<file path="config.mk">
export PLATFORM = sky130hd
export DESIGN_NAME = tick_profile_sequencer_flat
export DESIGN_NICKNAME = d
export VERILOG_FILES = /design/src/rtl/ltu_pkg.sv /design/src/rtl/tick_profile_sequencer_if.sv /design/src/rtl/seg_regfile.sv /design/src/rtl/tick_profile_sequencer.sv /design/src/flat_wrapper.sv
export SDC_FILE = /design/constraint.sdc
export NUM_CORES = 1
export LEC_CHECK = 0
export CAP_MARGIN = 20
export CORE_UTILIZATION = 50
export CTS_BUF_LIST = sky130_fd_sc_hd__clkbuf_4 sky130_fd_sc_hd__clkbuf_8 sky130_fd_sc_hd__clkbuf_16
export DETAILED_ROUTE_END_ITERATION = 10
export GPL_TIMING_DRIVEN = 0
export HOLD_SLACK_MARGIN = 0.06
export PLACE_DENSITY = 0.7
export SLEW_MARGIN = 5
export SYNTH_ARGS = -nofsm -noshare
export SYNTH_HDL_FRONTEND = slang
export SYNTH_HIERARCHICAL = 1
export SYNTH_SLANG_ARGS = --single-unit
</file>
<file path="constraint.sdc">
create_clock -name clk -period 5.5 [get_ports clk]
set_input_delay 1.1 -clock clk [delete_from_list [all_inputs] [get_ports clk]]
set_output_delay 1.1 -clock clk [all_outputs]
set_load 0.02 [all_outputs]
</file>
<file path="src/rtl/ltu_pkg.sv">
// ltu_pkg: shared types and constants for the tick profile sequencer.
// Holds the FSM state encoding, default widths and slot reset values.
package ltu_pkg;

    typedef enum logic [2:0] {
        ST_IDLE,
        ST_BLANK,
        ST_SETTLE,
        ST_RUN,
        ST_DONE,
        ST_ERR
    } state_t;

    localparam int DEF_CW = 8;
    localparam int DEF_TW = 8;

    // A programmed tick count of zero runs the segment for this many ticks.
    localparam int TICKS_MIN = 1;

    localparam int RESET_RATE  = 1;
    localparam int RESET_TICKS = 1;

endpackage

</file>
<file path="src/rtl/tick_profile_sequencer_if.sv">
// tick_profile_sequencer_if: control-side and generator-side signals.
// The master drives config/control and generator status; the slave is the sequencer.
interface tick_profile_sequencer_if
    import ltu_pkg::*;
#(
    parameter int NSEG = 4,
    parameter int CW   = DEF_CW,
    parameter int TW   = DEF_TW
);
    localparam int AW = $clog2(NSEG);

    logic          cfg_we;
    logic [AW-1:0] cfg_addr;
    logic [CW-1:0] cfg_max_cnt;
    logic [TW-1:0] cfg_ticks;
    logic [AW-1:0] last_seg;
    logic          loop;
    logic          start;
    logic          abort;
    logic          gen_stable;
    logic          gen_tick;
    logic          gen_enable;
    logic [CW-1:0] gen_max_cnt;
    logic          busy;
    logic          done;
    logic          err;
    logic [AW-1:0] cur_seg;

    modport master (
        output cfg_we, cfg_addr, cfg_max_cnt, cfg_ticks,
        output last_seg, loop, start, abort,
        output gen_stable, gen_tick,
        input  gen_enable, gen_max_cnt, busy, done, err, cur_seg
    );

    modport slave (
        input  cfg_we, cfg_addr, cfg_max_cnt, cfg_ticks,
        input  last_seg, loop, start, abort,
        input  gen_stable, gen_tick,
        output gen_enable, gen_max_cnt, busy, done, err, cur_seg
    );

endinterface

</file>
<file path="src/rtl/seg_regfile.sv">
// seg_regfile: NSEG slots of {rate, ticks}, sync write, async read.
// A write to the slot being read is forwarded so a same-cycle start sees it.
module seg_regfile
    import ltu_pkg::*;
#(
    parameter int NSEG = 4,
    parameter int CW   = DEF_CW,
    parameter int TW   = DEF_TW,
    localparam int AW  = $clog2(NSEG)
) (
    input  logic          clk,
    input  logic          reset_n,
    input  logic          we,
    input  logic [AW-1:0] waddr,
    input  logic [CW-1:0] wrate,
    input  logic [TW-1:0] wticks,
    input  logic [AW-1:0] raddr,
    output logic [CW-1:0] rrate,
    output logic [TW-1:0] rticks
);

    logic [CW-1:0] rate_q  [NSEG];
    logic [TW-1:0] ticks_q [NSEG];

    // Slot storage; every slot resets to rate 1, ticks 1.
    always_ff @(posedge clk or negedge reset_n) begin
        if (!reset_n) begin
            for (int i = 0; i < NSEG; i++) begin
                rate_q[i]  <= CW'(RESET_RATE);
                ticks_q[i] <= TW'(RESET_TICKS);
            end
        end else if (we) begin
            rate_q[waddr]  <= wrate;
            ticks_q[waddr] <= wticks;
        end
    end

    // Read port with write-first forwarding.
    always_comb begin
        rrate  = rate_q[raddr];
        rticks = ticks_q[raddr];
        if (we && (waddr == raddr)) begin
            rrate  = wrate;
            rticks = wticks;
        end
    end

endmodule

</file>
<file path="src/rtl/tick_profile_sequencer.sv">
// tick_profile_sequencer: steps the tick generator through a profile.
// Each segment sets max_cnt, waits for stable, then counts its ticks.
module tick_profile_sequencer
    import ltu_pkg::*;
#(
    parameter int NSEG      = 4,
    parameter int CW        = DEF_CW,
    parameter int TW        = DEF_TW,
    parameter int SETTLE_TO = 16
) (
    input logic                    clk,
    input logic                    reset_n,
    tick_profile_sequencer_if.slave bus
);

    localparam int AW  = $clog2(NSEG);
    localparam int TOW = $clog2(SETTLE_TO + 1);

    state_t        state_q, state_d;
    logic [AW-1:0] seg_q, seg_d;
    logic [CW-1:0] rate_q;
    logic [TW-1:0] cnt_q;
    logic [TOW-1:0] to_q;
    logic          err_q;
    logic          live_q;
    logic          loop_q;
    logic [AW-1:0] last_q;

    logic          rate_ld, cnt_ld, cnt_dec, live_clr;
    logic          err_set, err_clr, cfg_ld;
    logic          busy_w;
    logic [CW-1:0] rd_rate;
    logic [TW-1:0] rd_ticks, eff_ticks;

    assign busy_w = (state_q == ST_BLANK) || (state_q == ST_SETTLE)
                 || (state_q == ST_RUN);

    assign eff_ticks = (rd_ticks == '0) ? TW'(TICKS_MIN) : rd_ticks;

    // Read address follows the segment being entered, so rates load on the edge.
    seg_regfile #(
        .NSEG (NSEG),
        .CW   (CW),
        .TW   (TW)
    ) u_regs (
        .clk     (clk),
        .reset_n (reset_n),
        .we      (bus.cfg_we && !busy_w),
        .waddr   (bus.cfg_addr),
        .wrate   (bus.cfg_max_cnt),
        .wticks  (bus.cfg_ticks),
        .raddr   (seg_d),
        .rrate   (rd_rate),
        .rticks  (rd_ticks)
    );

    // Next-state and datapath controls; abort overrides everything.
    always_comb begin
        state_d  = state_q;
        seg_d    = seg_q;
        rate_ld  = 1'b0;
        cnt_ld   = 1'b0;
        cnt_dec  = 1'b0;
        live_clr = 1'b0;
        err_set  = 1'b0;
        err_clr  = 1'b0;
        cfg_ld   = 1'b0;
        if (bus.abort) begin
            state_d = ST_IDLE;
            err_clr = 1'b1;
        end else begin
            unique case (state_q)
                ST_IDLE, ST_ERR: begin
                    if (bus.start) begin
                        state_d  = ST_BLANK;
                        seg_d    = '0;
                        rate_ld  = 1'b1;
                        live_clr = 1'b1;
                        err_clr  = 1'b1;
                        cfg_ld   = 1'b1;
                    end
                end
                ST_BLANK: begin
                    state_d = ST_SETTLE;
                end
                ST_SETTLE: begin
                    if (bus.gen_stable) begin
                        state_d = ST_RUN;
                        cnt_ld  = !live_q;
                    end else if (to_q == TOW'(SETTLE_TO - 1)) begin
                        state_d = ST_ERR;
                        err_set = 1'b1;
                    end
                end
                ST_RUN: begin
                    if (!bus.gen_stable) begin
                        state_d = ST_BLANK;
                    end else if (bus.gen_tick) begin
                        cnt_dec = 1'b1;
                        if (cnt_q == TW'(1)) begin
                            live_clr = 1'b1;
                            if (seg_q != last_q) begin
                                seg_d   = seg_q + 1'b1;
                                rate_ld = 1'b1;
                                state_d = ST_BLANK;
                            end else if (loop_q) begin
                                seg_d   = '0;
                                rate_ld = 1'b1;
                                state_d = ST_BLANK;
                            end else begin
                                state_d = ST_DONE;
                            end
                        end
                    end
                end
                ST_DONE: begin
                    state_d = ST_IDLE;
                end
                default: begin
                    state_d = ST_IDLE;
                end
            endcase
        end
    end

    // State register and datapath registers.
    always_ff @(posedge clk or negedge reset_n) begin
        if (!reset_n) begin
            state_q <= ST_IDLE;
            seg_q   <= '0;
            rate_q  <= '0;
            cnt_q   <= '0;
            to_q    <= '0;
            err_q   <= 1'b0;
            live_q  <= 1'b0;
            loop_q  <= 1'b0;
            last_q  <= '0;
        end else begin
            state_q <= state_d;
            seg_q   <= seg_d;
            if (rate_ld) begin
                rate_q <= rd_rate;
            end
            if (cnt_ld) begin
                cnt_q <= eff_ticks;
            end else if (cnt_dec) begin
                cnt_q <= cnt_q - 1'b1;
            end
            if (live_clr) begin
                live_q <= 1'b0;
            end else if (cnt_ld) begin
                live_q <= 1'b1;
            end
            if (state_q == ST_SETTLE) begin
                to_q <= to_q + 1'b1;
            end else begin
                to_q <= '0;
            end
            if (err_set) begin
                err_q <= 1'b1;
            end else if (err_clr) begin
                err_q <= 1'b0;
            end
            if (cfg_ld) begin
                last_q <= bus.last_seg;
                loop_q <= bus.loop;
            end
        end
    end

    assign bus.gen_enable  = busy_w;
    assign bus.gen_max_cnt = rate_q;
    assign bus.busy        = busy_w;
    assign bus.done        = (state_q == ST_DONE);
    assign bus.err         = err_q;
    assign bus.cur_seg     = seg_q;

endmodule

</file>
<file path="src/flat_wrapper.sv">
// flat-port wrapper written by rule: the top's interface ports become plain ports
module tick_profile_sequencer_flat import ltu_pkg::*;
#(
    parameter int NSEG      = 4,
    parameter int CW        = DEF_CW,
    parameter int TW        = DEF_TW,
    parameter int SETTLE_TO = 16
)
  (clk, reset_n, bus_cfg_we, bus_cfg_addr, bus_cfg_max_cnt, bus_cfg_ticks, bus_last_seg, bus_loop, bus_start, bus_abort, bus_gen_stable, bus_gen_tick, bus_gen_enable, bus_gen_max_cnt, bus_busy, bus_done, bus_err, bus_cur_seg);
  tick_profile_sequencer_if #(.NSEG(NSEG), .CW(CW), .TW(TW)) bus_i ();
  input logic clk;
  input logic reset_n;
  input wire logic [$bits(bus_i.cfg_we)-1:0] bus_cfg_we;
  input wire logic [$bits(bus_i.cfg_addr)-1:0] bus_cfg_addr;
  input wire logic [$bits(bus_i.cfg_max_cnt)-1:0] bus_cfg_max_cnt;
  input wire logic [$bits(bus_i.cfg_ticks)-1:0] bus_cfg_ticks;
  input wire logic [$bits(bus_i.last_seg)-1:0] bus_last_seg;
  input wire logic [$bits(bus_i.loop)-1:0] bus_loop;
  input wire logic [$bits(bus_i.start)-1:0] bus_start;
  input wire logic [$bits(bus_i.abort)-1:0] bus_abort;
  input wire logic [$bits(bus_i.gen_stable)-1:0] bus_gen_stable;
  input wire logic [$bits(bus_i.gen_tick)-1:0] bus_gen_tick;
  output wire logic [$bits(bus_i.gen_enable)-1:0] bus_gen_enable;
  output wire logic [$bits(bus_i.gen_max_cnt)-1:0] bus_gen_max_cnt;
  output wire logic [$bits(bus_i.busy)-1:0] bus_busy;
  output wire logic [$bits(bus_i.done)-1:0] bus_done;
  output wire logic [$bits(bus_i.err)-1:0] bus_err;
  output wire logic [$bits(bus_i.cur_seg)-1:0] bus_cur_seg;
  assign bus_i.cfg_we = bus_cfg_we;
  assign bus_i.cfg_addr = bus_cfg_addr;
  assign bus_i.cfg_max_cnt = bus_cfg_max_cnt;
  assign bus_i.cfg_ticks = bus_cfg_ticks;
  assign bus_i.last_seg = bus_last_seg;
  assign bus_i.loop = bus_loop;
  assign bus_i.start = bus_start;
  assign bus_i.abort = bus_abort;
  assign bus_i.gen_stable = bus_gen_stable;
  assign bus_i.gen_tick = bus_gen_tick;
  assign bus_gen_enable = bus_i.gen_enable;
  assign bus_gen_max_cnt = bus_i.gen_max_cnt;
  assign bus_busy = bus_i.busy;
  assign bus_done = bus_i.done;
  assign bus_err = bus_i.err;
  assign bus_cur_seg = bus_i.cur_seg;
  tick_profile_sequencer #(.NSEG(NSEG), .CW(CW), .TW(TW), .SETTLE_TO(SETTLE_TO)) u_core (.clk(clk), .reset_n(reset_n), .bus(bus_i));
endmodule
</file>
==> metrics.csv <==
stage,metric,value,unit
run_status,status,"complete, no violations",
floorplanning,fp.dieH,102,um
sta,maxSlewHeadroom,53.8,%
clock_network,numCtsBuffers,9,
logic_synthesis,syn-cell-area,0.00497,mm2
clock_network,cts_setup_buffers,0,
route,first_iter_violations,106,
placement,dp_hpwl,6800,um
finish,syn2layout_area_growth,15.0,%
logic_synthesis,synth_seq_area_share,48.0,%
logic_synthesis,ys_seq_elements,95,
finish,nNetsFinal,443,
floorplanning,start_util,51.4,%
grt,grt_pass1_vias,3036,
sta,fmax,213,MHz
sta,drv_slew,0,
route,num_vias,3063,
worst_setup_path,slowest_stage,clkbuf_1,
logic_synthesis,synth_flop_cell,dfrtp_1,
route,wl_per_cell,17.7,um
sta,final.setup_skew,0.0180,ns
grt,grt_overflow,0,
min_path,min_from,u_core/to_q[0]$_DFF_PN0_,
clock_network,clock-sinks,95,
finish,layout-drive-gt1-share,39.9,%
logic_synthesis,yosysWarningCount,6,
route,first_pass_iters,4,
floorplanning,io_pins,42,
logic_synthesis,synth_cell_types,58,
finish,final_area,0.00572,mm2
logic_synthesis,synth-edff-count,0,
worst_setup_path,crit_path_cell_trace,clkdlybuf4s50_1 -> and4bb_2 -> nand2_2 -> nor4_1 -> a21oi_1 -> o21ba_1 -> buf_4 -> clkbuf_1 -> mux4_2 -> mux2_4 -> or4_1 -> nor4_1 -> nor3_1 -> a21oi_1,
logic_synthesis,ys_async_sr_fraction,100,%
grt,grt_pass1_wl,15800,um
sta,setup_viol,0,
job,maxCapViolations,0,
finish,final_cell_count_no_fill,549,
clock_network,cts_resized,0,
worst_setup_path,startpoint,bus_gen_tick,
floorplanning,die-area,0.0104,mm2
finish,fin_util,59.0,%
worst_setup_path,worstSetupEndpointType,register,
logic_synthesis,synth_nets,394,
placement,portBuffers,37,
finish,ff_latch_area,0.00239,mm2
sta,rsz0062_at_grt,no,
worst_setup_path,reg2reg_from,u_core/cnt_q[1]$_DFFE_PN0P_,
finish,diodes,0,
worst_setup_path,crit_type,in -> reg,
placement,placedCellCount,533,
finish,multiInputGateArea,0.00241,mm2
floorplanning,die_w,102,um
sta,worst_pin_slew,0.693,ns
route,vias_per_cell,5.58,
logic_synthesis,postSynthAreaPerCell,13.7,um2
power_and_ir_drop,ir_drop,0.000262,V
worst_setup_path,cp.arrival,4.99,ns
floorplanning,core,0.00968,mm2
sta,timing.final.crit_share,85.3,%
clock_network,htree_num_levels,3,
placement,placed_area,0.00554,mm2
grt,grt.total_usage,20.4,%
clock_network,ctsHoldBuffers,0,
worst_setup_path,worstSetupStartpointType,primary input,
clock_network,tritoncts,done,
sta,hold_violations,0,
power_and_ir_drop,power_density,414,mW/mm2
clock_network,clockBufferDepth,2,
placement,dp_slack,0.433,ns
grt,antenna_found_initial,0,
route,wl,9730,um
placement,place_congestion,0.848,
min_path,hp-class,reg -> reg,
worst_setup_path,critPathRequiredTime,5.79,ns
power_and_ir_drop,total_leakage_power,2.40,nW
clock_network,clkTransAtPathRegs,0.10,ns
floorplanning,fp-row-count,36,
clock_network,root_buffer,clkbuf_8,
finish,fill_cells,774,
sta,period_needed,4.69,ns
grt,grt_max_degree,52,
worst_setup_path,slowest_delay,0.55,ns
route,antenna_left,0,
worst_setup_path,cp_max_fo,10,
route,drc_errors,0,
logic_synthesis,syn_inst,362,
sta,fin_ws,0.807,ns
clock_network,clk_latency,0.36,ns
## logic make-up after synthesis
group           share of synthesized area [%]
xor+xnor                                 2.59
flops                                    48.0
mux                                      29.4
compound gates                           5.48
fa+ha+maj                                1.01
simple gates                             9.94
buf+inv                                  3.55
## worst max-delay path: cells and delay by family
kind,cells,cell delay [ns]
AO/OA/AOI/OAI,3,0.47
multiplexers,2,0.69
AND/OR/NAND/NOR,6,1.47
buffers and inverters,3,1.24
## power breakdown
part,internal (W),switching [W],total (W)
combinational,0.000479,0.000310,0.000790
clock,0.000176,0.000259,0.000435
sequential,0.000978,0.000165,0.00114
## stage by stage
stage               setup TNS [ns]  hold WS (ns)  total power, W
finish                           0         0.472         0.00237
global route                     0         0.496         0.00250
CTS                              0         0.484         0.00238
detailed placement               0         0.469         0.00195
global placement            -18.54         0.457         0.00190
floorplan                        0         0.432         0.00170
## registers in the layout, indices dropped and copies added (netlist names), 2 cells and up
name	flops
u_core/to_q	5
u_core/bus.gen_max_cnt	8
u_core/last_q	2
u_core/cnt_q	8
u_core/u_regs/ticks_q	32
u_core/bus.cur_seg	2
u_core/state_q	3
u_core/u_regs/rate_q	32
## layer usage
layer	vias to the layer above	wire, um	global-route usage [%]	part of all wire (%)
li1	1415	-	-	-
met1	1600	4770	29.4	49
met2	39	4650	31.8	48
met3	9	192	3.11	2.0
met4	0	107	6.58	1.1
met5	-	0	0	0
## layout make-up
cell class	count	share of cell area, %
plain buffers	23	2.76
clock buffers	10	2.30
clock inverters	6	0.897
inverters	5	0.328
multi-input cells	239	42.1
flip-flops and latches	95	41.8
well taps	133	2.91
repair buffers	38	6.91
## path summary, 6_finish.rpt
kind	to	slack (ns)	depth (start not counted)
min reg2reg	u_core/to_q[0]$_DFF_PN0_	0.47	1
min	u_core/to_q[0]$_DFF_PN0_	0.47	1
max reg2reg	u_core/cnt_q[0]$_DFFE_PN0P_	1.40	15
max in group asynchronous	u_core/u_regs/rate_q[8]$_DFFE_PN1P_	4.05	2
max	u_core/cnt_q[0]$_DFFE_PN0P_	0.81	14
min in group asynchronous	u_core/cnt_q[0]$_DFFE_PN0P_	0.75	1
## synth_stat cells, types with 3 or more instances
master    instances  area (um2)
nand3_1           4        20.0
clkbuf_1          3        11.3
nor4_1            4        25.0
dfstp_2           8         210
ha_1              4        50.1
mux4_2           14         315
mux2_2           69         777
dfrtp_1          87        2180
o21ai_0           4        20.0
buf_4             5        37.5
mux2_1            3        33.8
buf_6             3        33.8
a21oi_1          19        95.1
nand3b_1          3        22.5
nor2_1           23        86.3
xnor2_1           3        26.3
and2_1            3        18.8
buf_2            11        55.1
inv_1             5        18.8
nor3_1            4        20.0
xor2_1            8        70.1
nand2b_1          4        25.0
mux2_4           19         285
nand2_1           5        18.8
nor2b_1           6        37.5
## cells in the final DEF, fill, tap and decap left out, types with 8 or more instances in the layout
cell,netlist,final
dfstp_2,8,8
nor2_1,23,23
clkdlybuf4s50_1,0,36
xor2_1,8,8
buf_2,11,11
clkbuf_8,0,9
dfrtp_1,87,87
mux2_2,69,69
mux2_4,19,19
mux4_2,14,14
a21oi_1,19,19
No activity file was read; power rests on OpenSTA's default activity.
